`src/rtl/counter_pkg.sv`:
```
// rtl/counter_pkg.sv - shared mode/direction encodings and parameter check for step counters
package counter_pkg;

  localparam logic MODE_WRAP = 1'b0;
  localparam logic MODE_SAT  = 1'b1;
  localparam logic DIR_UP    = 1'b1;
  localparam logic DIR_DN    = 1'b0;

  // Width capped at 30 so the (1 << width) range check stays inside a signed int.
  function automatic bit params_legal(input int width, input int step, input int limit);
    return (width >= 1) && (width <= 30) &&
           (step >= 1) && (step <= limit) &&
           (limit <= ((1 << width) - 1));
  endfunction

endpackage

```
`src/rtl/step_next_calc.sv`:
```
// rtl/step_next_calc.sv - combinational next-count and limit-hit for one enabled step
module step_next_calc
  import counter_pkg::*;
#(
  parameter int WIDTH = 3,
  parameter int STEP  = 2,
  parameter int LIMIT = 6
) (
  input  logic [WIDTH-1:0] count,
  input  logic             up_dn,
  input  logic             sat,
  output logic [WIDTH-1:0] next_count,
  output logic             limit_hit
);

  localparam logic [WIDTH:0]   STEP_X  = (WIDTH+1)'(STEP);
  localparam logic [WIDTH:0]   LIMIT_X = (WIDTH+1)'(LIMIT);
  localparam logic [WIDTH-1:0] STEP_N  = WIDTH'(STEP);
  localparam logic [WIDTH-1:0] LIMIT_N = WIDTH'(LIMIT);

  // One extra bit so count + STEP cannot alias when LIMIT is all ones.
  logic [WIDTH:0] sum_x;
  assign sum_x = {1'b0, count} + STEP_X;

  always_comb begin
    next_count = count;
    limit_hit  = 1'b0;
    if (up_dn == DIR_UP) begin
      if (sum_x <= LIMIT_X) begin
        next_count = sum_x[WIDTH-1:0];
      end else begin
        limit_hit  = 1'b1;
        next_count = (sat == MODE_SAT) ? LIMIT_N : '0;
      end
    end else begin
      if ({1'b0, count} >= STEP_X) begin
        next_count = count - STEP_N;
      end else begin
        limit_hit  = 1'b1;
        next_count = (sat == MODE_SAT) ? '0 : LIMIT_N;
      end
    end
  end

endmodule

```
`src/rtl/step_counter.sv`:
```
// rtl/step_counter.sv - parametrised up/down step counter with load, wrap/saturate and limit pulse
module step_counter
  import counter_pkg::*;
#(
  parameter int WIDTH = 3,
  parameter int STEP  = 2,
  parameter int LIMIT = 6
) (
  input  logic             clk,
  input  logic             rstn,
  input  logic             en,
  input  logic             up_dn,
  input  logic             sat,
  input  logic             load,
  input  logic [WIDTH-1:0] load_val,
  output logic [WIDTH-1:0] count,
  output logic             wrapped,
  output logic             at_max,
  output logic             at_min
);

  if (!params_legal(WIDTH, STEP, LIMIT)) begin : g_bad_params
    $fatal(1, "step_counter: illegal WIDTH/STEP/LIMIT combination");
  end

  localparam logic [WIDTH-1:0] LIMIT_N = WIDTH'(LIMIT);

  logic [WIDTH-1:0] next_count;
  logic             limit_hit;
  logic [WIDTH-1:0] load_clamped;

  step_next_calc #(
    .WIDTH (WIDTH),
    .STEP  (STEP),
    .LIMIT (LIMIT)
  ) u_calc (
    .count      (count),
    .up_dn      (up_dn),
    .sat        (sat),
    .next_count (next_count),
    .limit_hit  (limit_hit)
  );

  assign load_clamped = (load_val > LIMIT_N) ? LIMIT_N : load_val;

  always_ff @(posedge clk) begin
    if (!rstn) begin
      count   <= '0;
      wrapped <= 1'b0;
    end else if (load) begin
      count   <= load_clamped;
      wrapped <= 1'b0;
    end else if (en) begin
      count   <= next_count;
      wrapped <= limit_hit;
    end else begin
      wrapped <= 1'b0;
    end
  end

  assign at_max = (count == LIMIT_N);
  assign at_min = (count == '0);

endmodule

```
`config.mk`:
```
export PLATFORM = sky130hd
export DESIGN_NAME = step_counter
export DESIGN_NICKNAME = d
export VERILOG_FILES = /design/src/rtl/counter_pkg.sv /design/src/rtl/step_next_calc.sv /design/src/rtl/step_counter.sv
export SDC_FILE = /design/constraint.sdc
export NUM_CORES = 1
export LEC_CHECK = 0
export CORE_AREA = 2 2 39 41
export DETAILED_ROUTE_END_ITERATION = 16
export DIE_AREA = 0 0 41 43
export PLACE_DENSITY_LB_ADDON = 0.2
export SETUP_SLACK_MARGIN = 0.02
export SLEW_MARGIN = 25
export SYNTH_ARGS = -nofsm -noshare
export SYNTH_HDL_FRONTEND = slang
export SYNTH_SLANG_ARGS = --single-unit
```
`constraint.sdc`:
```
create_clock -name clk -period 3.6 [get_ports clk]
set_input_delay 0.36 -clock clk [delete_from_list [all_inputs] [get_ports clk]]
set_output_delay 0.36 -clock clk [all_outputs]
set_load 0.01 [all_outputs]
```
==> results of run 1 <==
==> sequential cells by signal, summed over array words and instances (netlist names) <==
| signal | cells |
|---|---|
| wrapped | 1 |
| count | 3 |
==> worst max-delay path by stage <==
stage               startpoint  cells after the start        to  slack [ns]
floorplan             count[1]                      6  count[1]        2.11
global placement          load                      5  count[1]        1.90
detailed placement        load                      5  count[1]        1.85
CTS                   count[1]                      3    at_max        1.70
global route          count[1]                      3    at_max        1.62
finish                count[1]                      3    at_max        1.72
==> cell type report <==
cell class | instances | area (um^2) | area share
clock buffers | 3 | 22.52 | 0.04569
inverters | 3 | 11.26 | 0.02284
multi-input cells | 32 | 219.0 | 0.4442
flip-flops and latches | 4 | 80.08 | 0.1624
well taps | 16 | 20.02 | 0.04061
repair buffers | 14 | 140.1 | 0.2843
==> through the flow <==
step,worst slack [ns],instances,hold WS [ns],cell area (um^2)
2_1_floorplan,2.108,39,0.4700,310.3
3_3_place_gp,1.898,69,0.5735,470.5
3_5_place_dp,1.854,69,0.5673,470.5
4_1_cts,1.702,72,0.5734,493.0
5_1_grt,1.621,72,0.6058,493.0
6_report,1.721,72,0.5671,493.0
==> where the power goes <==
group / total (uW) / switching, uW / internal [uW]
clock network: 57.7 / 20.2 / 37.4
logic: 51.5 / 22.9 / 28.6
registers: 51.6 / 3.83 / 47.7
total: 161 / 47.0 / 114
==> placed cells by master, fill, tap and decap left out, types with 2 or more instances in the layout <==
cell                               n
sky130_fd_sc_hd__a31oi_1           2
sky130_fd_sc_hd__ha_1              3
sky130_fd_sc_hd__clkdlybuf4s50_1  14
sky130_fd_sc_hd__nor3_1            2
sky130_fd_sc_hd__clkbuf_4          3
sky130_fd_sc_hd__o31ai_1           2
sky130_fd_sc_hd__o21ai_0           4
sky130_fd_sc_hd__nor2_1            2
sky130_fd_sc_hd__inv_1             3
sky130_fd_sc_hd__nand2_1           5
sky130_fd_sc_hd__dfxtp_1           4
==> worst max-delay path, cell delays in order (launching register included) <==
cell and delay, ns:
sky130_fd_sc_hd__dfxtp_1 0.42, sky130_fd_sc_hd__inv_1 0.14, sky130_fd_sc_hd__nor3_1 0.16, sky130_fd_sc_hd__clkdlybuf4s50_1 0.56
==> metal layers <==
metal | share of wire | track usage
met4 | 0.024 | 0.1000
met3 | 0.027 | 0.03141
met2 | 0.45 | 0.1281
met5 | 0 | 0
met1 | 0.49 | 0.1538
==> cells by family after synthesis <==
logic type | count (synthesis) | share of synthesized area
adders and majority gates | 3 | 0.1210
and+or+nand+nor | 13 | 0.2298
muxes | 1 | 0.03226
DFF | 4 | 0.2581
AOI/OAI and AO/OA | 15 | 0.3226
buffers and inverters | 3 | 0.03629
==> run metrics, run 1 <==
result of the run=completed; number of remaining DRC errors=0; most area-consuming cells after synthesis=sky130_fd_sc_hd__dfxtp_1 26%, sky130_fd_sc_hd__ha_1 12%, sky130_fd_sc_hd__o21ai_0 6.5%; Remaining Overflow, GRT=0; width of the die=41 um; number of antenna violations at the first check in global routing=0; Worst Hold Launch=count[0]; number of levels in the clock H-tree=1; routed len/inst=10.42 um; Synth Flop Type=sky130_fd_sc_hd__dfxtp_1; via density per instance=4.528; count of hold-fix buffers inserted at cts=0; number of enable flip-flop cells after synthesis=0; syn_area_per_cell=7.956 um^2; # resized after CTS=0; Routed WL=750 um; post-CTS clock slew at the launch and capture registers of the worst setup and hold paths=0.04 ns; slew at the pin closest to its max-slew limit=0.2344 ns; capture instance of the worst register-to-register path=count[1]; global-route usage over all layers=0.1103; setup repair after global routing missed its margin=false; Max FO, Critical Path=6; syn nets=51; max-cap viol count=0; total number of vias=326; worst hold path cell count=1; dpl hpwl=587.7 um; type of destination of the critical path=output port; number of top-level pins=15; number of max-slew violations in the final report=0; setup slack of the most critical reg-to-reg path=2.03 ns; Pwr per Cell Area=326.1 nW/um^2; row cnt=14; library cell used as clock root buffer=sky130_fd_sc_hd__clkbuf_4; clock insertion delay at the later pin of the skew report=0.24 ns; type of the worst setup path=flop to output port; clock sink count=4; commonest cells in the synthesized netlist=5 x sky130_fd_sc_hd__nand2_1, 4 x sky130_fd_sc_hd__dfxtp_1, 4 x sky130_fd_sc_hd__o21ai_0, 3 x sky130_fd_sc_hd__ha_1, 3 x sky130_fd_sc_hd__inv_1; final total negative setup slack=0 ns; clock tree from TritonCTS=built; Clock Skew=0.007912 ns; Worst Path Required=3.24 ns; largest net degree at the start of global routing=8; # fillers=152; ant diodes=0; remaining max-slew budget at the tightest pin=0.8413; HP Class=flop to flop; Fmax=532.2 MHz; vias in the first global route=284; number of setup violations in the final report=0; number of buffers created by CTS=3; Mapped Cells=39; post-CTS setup-driven buffer insertion count=0; wire length of the first global-routing pass=1242 um; Max Buffers Root-to-Sink=2; post-synthesis register bit count=4; Die Outline Area=1763 um^2; Worst R2R Start=count[1]; worst ir drop on vdd=0.1388 mV; count of buffers from port buffering=14; Post-layout nets=70; placer congestion estimate=0.7346; distinct cell type count of the synthesized netlist=21; post-synthesis to final-layout area growth=58.87%; total number of yosys warnings=0; standard cell core area=1384 um^2; number of iterations in the first detailed-routing pass=4; share of layout cells above drive strength 1=0.1071; largest area contributor in the netlist=sky130_fd_sc_hd__dfxtp_1; Synth Cell Area=310.3 um^2; crit path launch type=flop; async set-reset flop share out of synthesis=0; Starting Density=0.2242; starting DRC count in detailed routing=4; portion of the post-synthesis area used by sequential elements=0.2581; number of hold violations in the final report=0; time the final worst path needs with I/O delays and setup=1.879 ns; depth of the worst register-to-register path=6; critical path data arrival time=1.52 ns; portion of the clock cycle consumed by the worst path in the final layout=0.5219; Worst Hold End=count[0]; total power=160.8 uW; Yosys top cell area share=0.2581; Die Y-Extent=43 um; leak pwr=0.0002081 uW; count of nets left with antenna violations after detail routing=0; core occupancy in the finished layout=0.3562; count leader, synth=sky130_fd_sc_hd__nand2_1
(Power assumes the default switching activity.)
==> run 2: changes to the inputs <==
clock period = 1.75 ns   (was 3.6 ns; I/O delays follow)
==> run metrics, run 2 (synthesis gave the netlist of run 1 again) <==
placer congestion estimate=0.7563; number of remaining DRC errors=0; Pwr per Cell Area=661.4 nW/um^2; crit path launch type=flop; Worst Path Required=1.57 ns; number of antenna violations at the first check in global routing=0; critical path data arrival time=1.39 ns; row cnt=14; type of the worst setup path=flop to output port; part of the power in the clock network=0.358; worst hold slack after final layout=0.5711 ns; clock insertion delay at the later pin of the skew report=0.24 ns; capture instance of the worst register-to-register path=count[0]; post-CTS setup-driven buffer insertion count=0; max FFs per register=3; number of setup violations in the final report=0; # fillers=141; Max Buffers Root-to-Sink=2; count of hold-fix buffers inserted at cts=0; max-cap viol count=0; Die Outline Area=1763 um^2; most flop-heavy register=count; Fmax=640.9 MHz; instance area after placement=485.5 um^2; area taken by multi-input logic gates=219.0 um^2; share of layout cells above drive strength 1=0.1379; starting DRC count in detailed routing=1; Switching Share=0.2942; total number of vias=340; setup slack of the most critical reg-to-reg path=0.32 ns; Die Y-Extent=43 um; number of top-level pins=15; timing startpoint of the critical path=count[1]; Psw=99.33 uW; library cell used as clock root buffer=sky130_fd_sc_hd__clkbuf_4; Remaining Overflow, GRT=0; Starting Density=0.2242; result of the run=completed; worst ir drop on vdd=0.3194 mV; clock sink count=4; dpl hpwl=643.9 um; clock tree from TritonCTS=built; post-synthesis to final-layout area growth=64.52%; worst hold path cell count=1; slew at the pin closest to its max-slew limit=0.2175 ns; count of nets left with antenna violations after detail routing=0; Final Instance Area=510.5 um^2; Routed WL=809 um; Post-layout nets=72; remaining max-slew budget at the tightest pin=0.8535; setup repair after global routing missed its margin=false; post-CTS clock slew at the launch and capture registers of the worst setup and hold paths=0.04 ns; depth of the worst register-to-register path=5; standard cell core area=1384 um^2; internal power summed over all cells=238.3 uW; Comb power frac=0.336; via density per instance=4.595; time the final worst path needs with I/O delays and setup=1.560 ns; commonest non-fill, non-tap cells in the layout=13 x sky130_fd_sc_hd__clkdlybuf4s50_1, 5 x sky130_fd_sc_hd__nand2_1, 4 x sky130_fd_sc_hd__o21ai_0, 4 x sky130_fd_sc_hd__dfxtp_1; number of max-slew violations in the final report=0; number of hold violations in the final report=0; registers with the most flip-flops=count (3), wrapped (1); type of destination of the critical path=output port; number of iterations in the first detailed-routing pass=2; routed len/inst=10.93 um; number of buffers created by CTS=3; ant diodes=0; HP Class=flop to flop; Worst R2R Start=count[2]; total area of sequential cells=80.08 um^2; wire length of the first global-routing pass=1359 um; global-route usage over all layers=0.1204; portion of the clock cycle consumed by the worst path in the final layout=0.8916; Max FO, Critical Path=5; final total negative setup slack=0 ns; sequential share of power=0.306; most common cell after layout, fill and taps aside=sky130_fd_sc_hd__clkdlybuf4s50_1; number of levels in the clock H-tree=1; Clock Skew=0.01106 ns; count of buffers from port buffering=14; width of the die=41 um; worst setup path endpoint=at_min; leak pwr=0.0002360 uW; largest net degree at the start of global routing=7; vias in the first global route=319
## run 2: cell types whose count changed in the layout (fill, tap and decap cells not counted)
cell and change:
sky130_fd_sc_hd__clkdlybuf4s50_1 -1, sky130_fd_sc_hd__dlymetal6s2s_1 +1, sky130_fd_sc_hd__buf_4 +2
## run 2: how the worst min path moves through the flow
stage,start,endpoint,slack [ns]
final,count[0],count[0],0.57
after global routing,count[0],count[0],0.61
after CTS,count[0],count[0],0.57
after detailed placement,count[0],count[0],0.56
after global placement,count[0],count[0],0.57
after floorplan,rstn,count[2],0.29
## run 2: area by class of cell
class / count / area share
sequential: 4 / 0.1569
timing repair buffer: 16 / 0.3088
tap: 16 / 0.03922
clock buffer: 3 / 0.04412
inverter: 3 / 0.02206
multi-input combinational: 32 / 0.4289
## run 2: metrics by stage
step | power (uW) | util | instances | setup WS (ns)
6_report | 337.6 | 0.3689 | 74 | 0.1897
4_1_cts | 343.5 | 0.3671 | 74 | 0.07855
3_5_place_dp | 219.4 | 0.3508 | 71 | 0.2607
2_1_floorplan | 159.6 | - | 39 | 0.2583
3_3_place_gp | 220.7 | 0.3508 | 71 | 0.2933
5_1_grt | 367.9 | 0.3689 | 74 | 0.1397
## run 2: critical path, stage by stage (launching register included)
cell and delay (ns):
sky130_fd_sc_hd__dfxtp_1 0.30, sky130_fd_sc_hd__buf_4 0.15, sky130_fd_sc_hd__nor3_1 0.13, sky130_fd_sc_hd__clkdlybuf4s50_1 0.56
## run 2: routing by layer
| layer | track usage | up-vias | wire length [um] |
|---|---|---|---|
| met4 | 0.04000 | 0 | 0 |
| met5 | 0 | - | 0 |
| met3 | 0.09424 | 0 | 44 |
| met2 | 0.1469 | 8 | 392 |
| li1 | - | 184 | - |
| met1 | 0.1571 | 148 | 372 |
## run 2: timing repair
action                     in CTS  in global routing
setup endpoints to repair       0                  1
hold endpoints to repair        0                  0
gates resized for setup         0                  1
## run 2: power groups by stage
stage	sequential [uW]	combinational (uW)	clock, uW
after global placement	105	116	0
after detailed placement	105	114	0
after CTS	103	115	125
after global routing	104	126	138
final	103	113	121
after floorplan	109	50.2	0
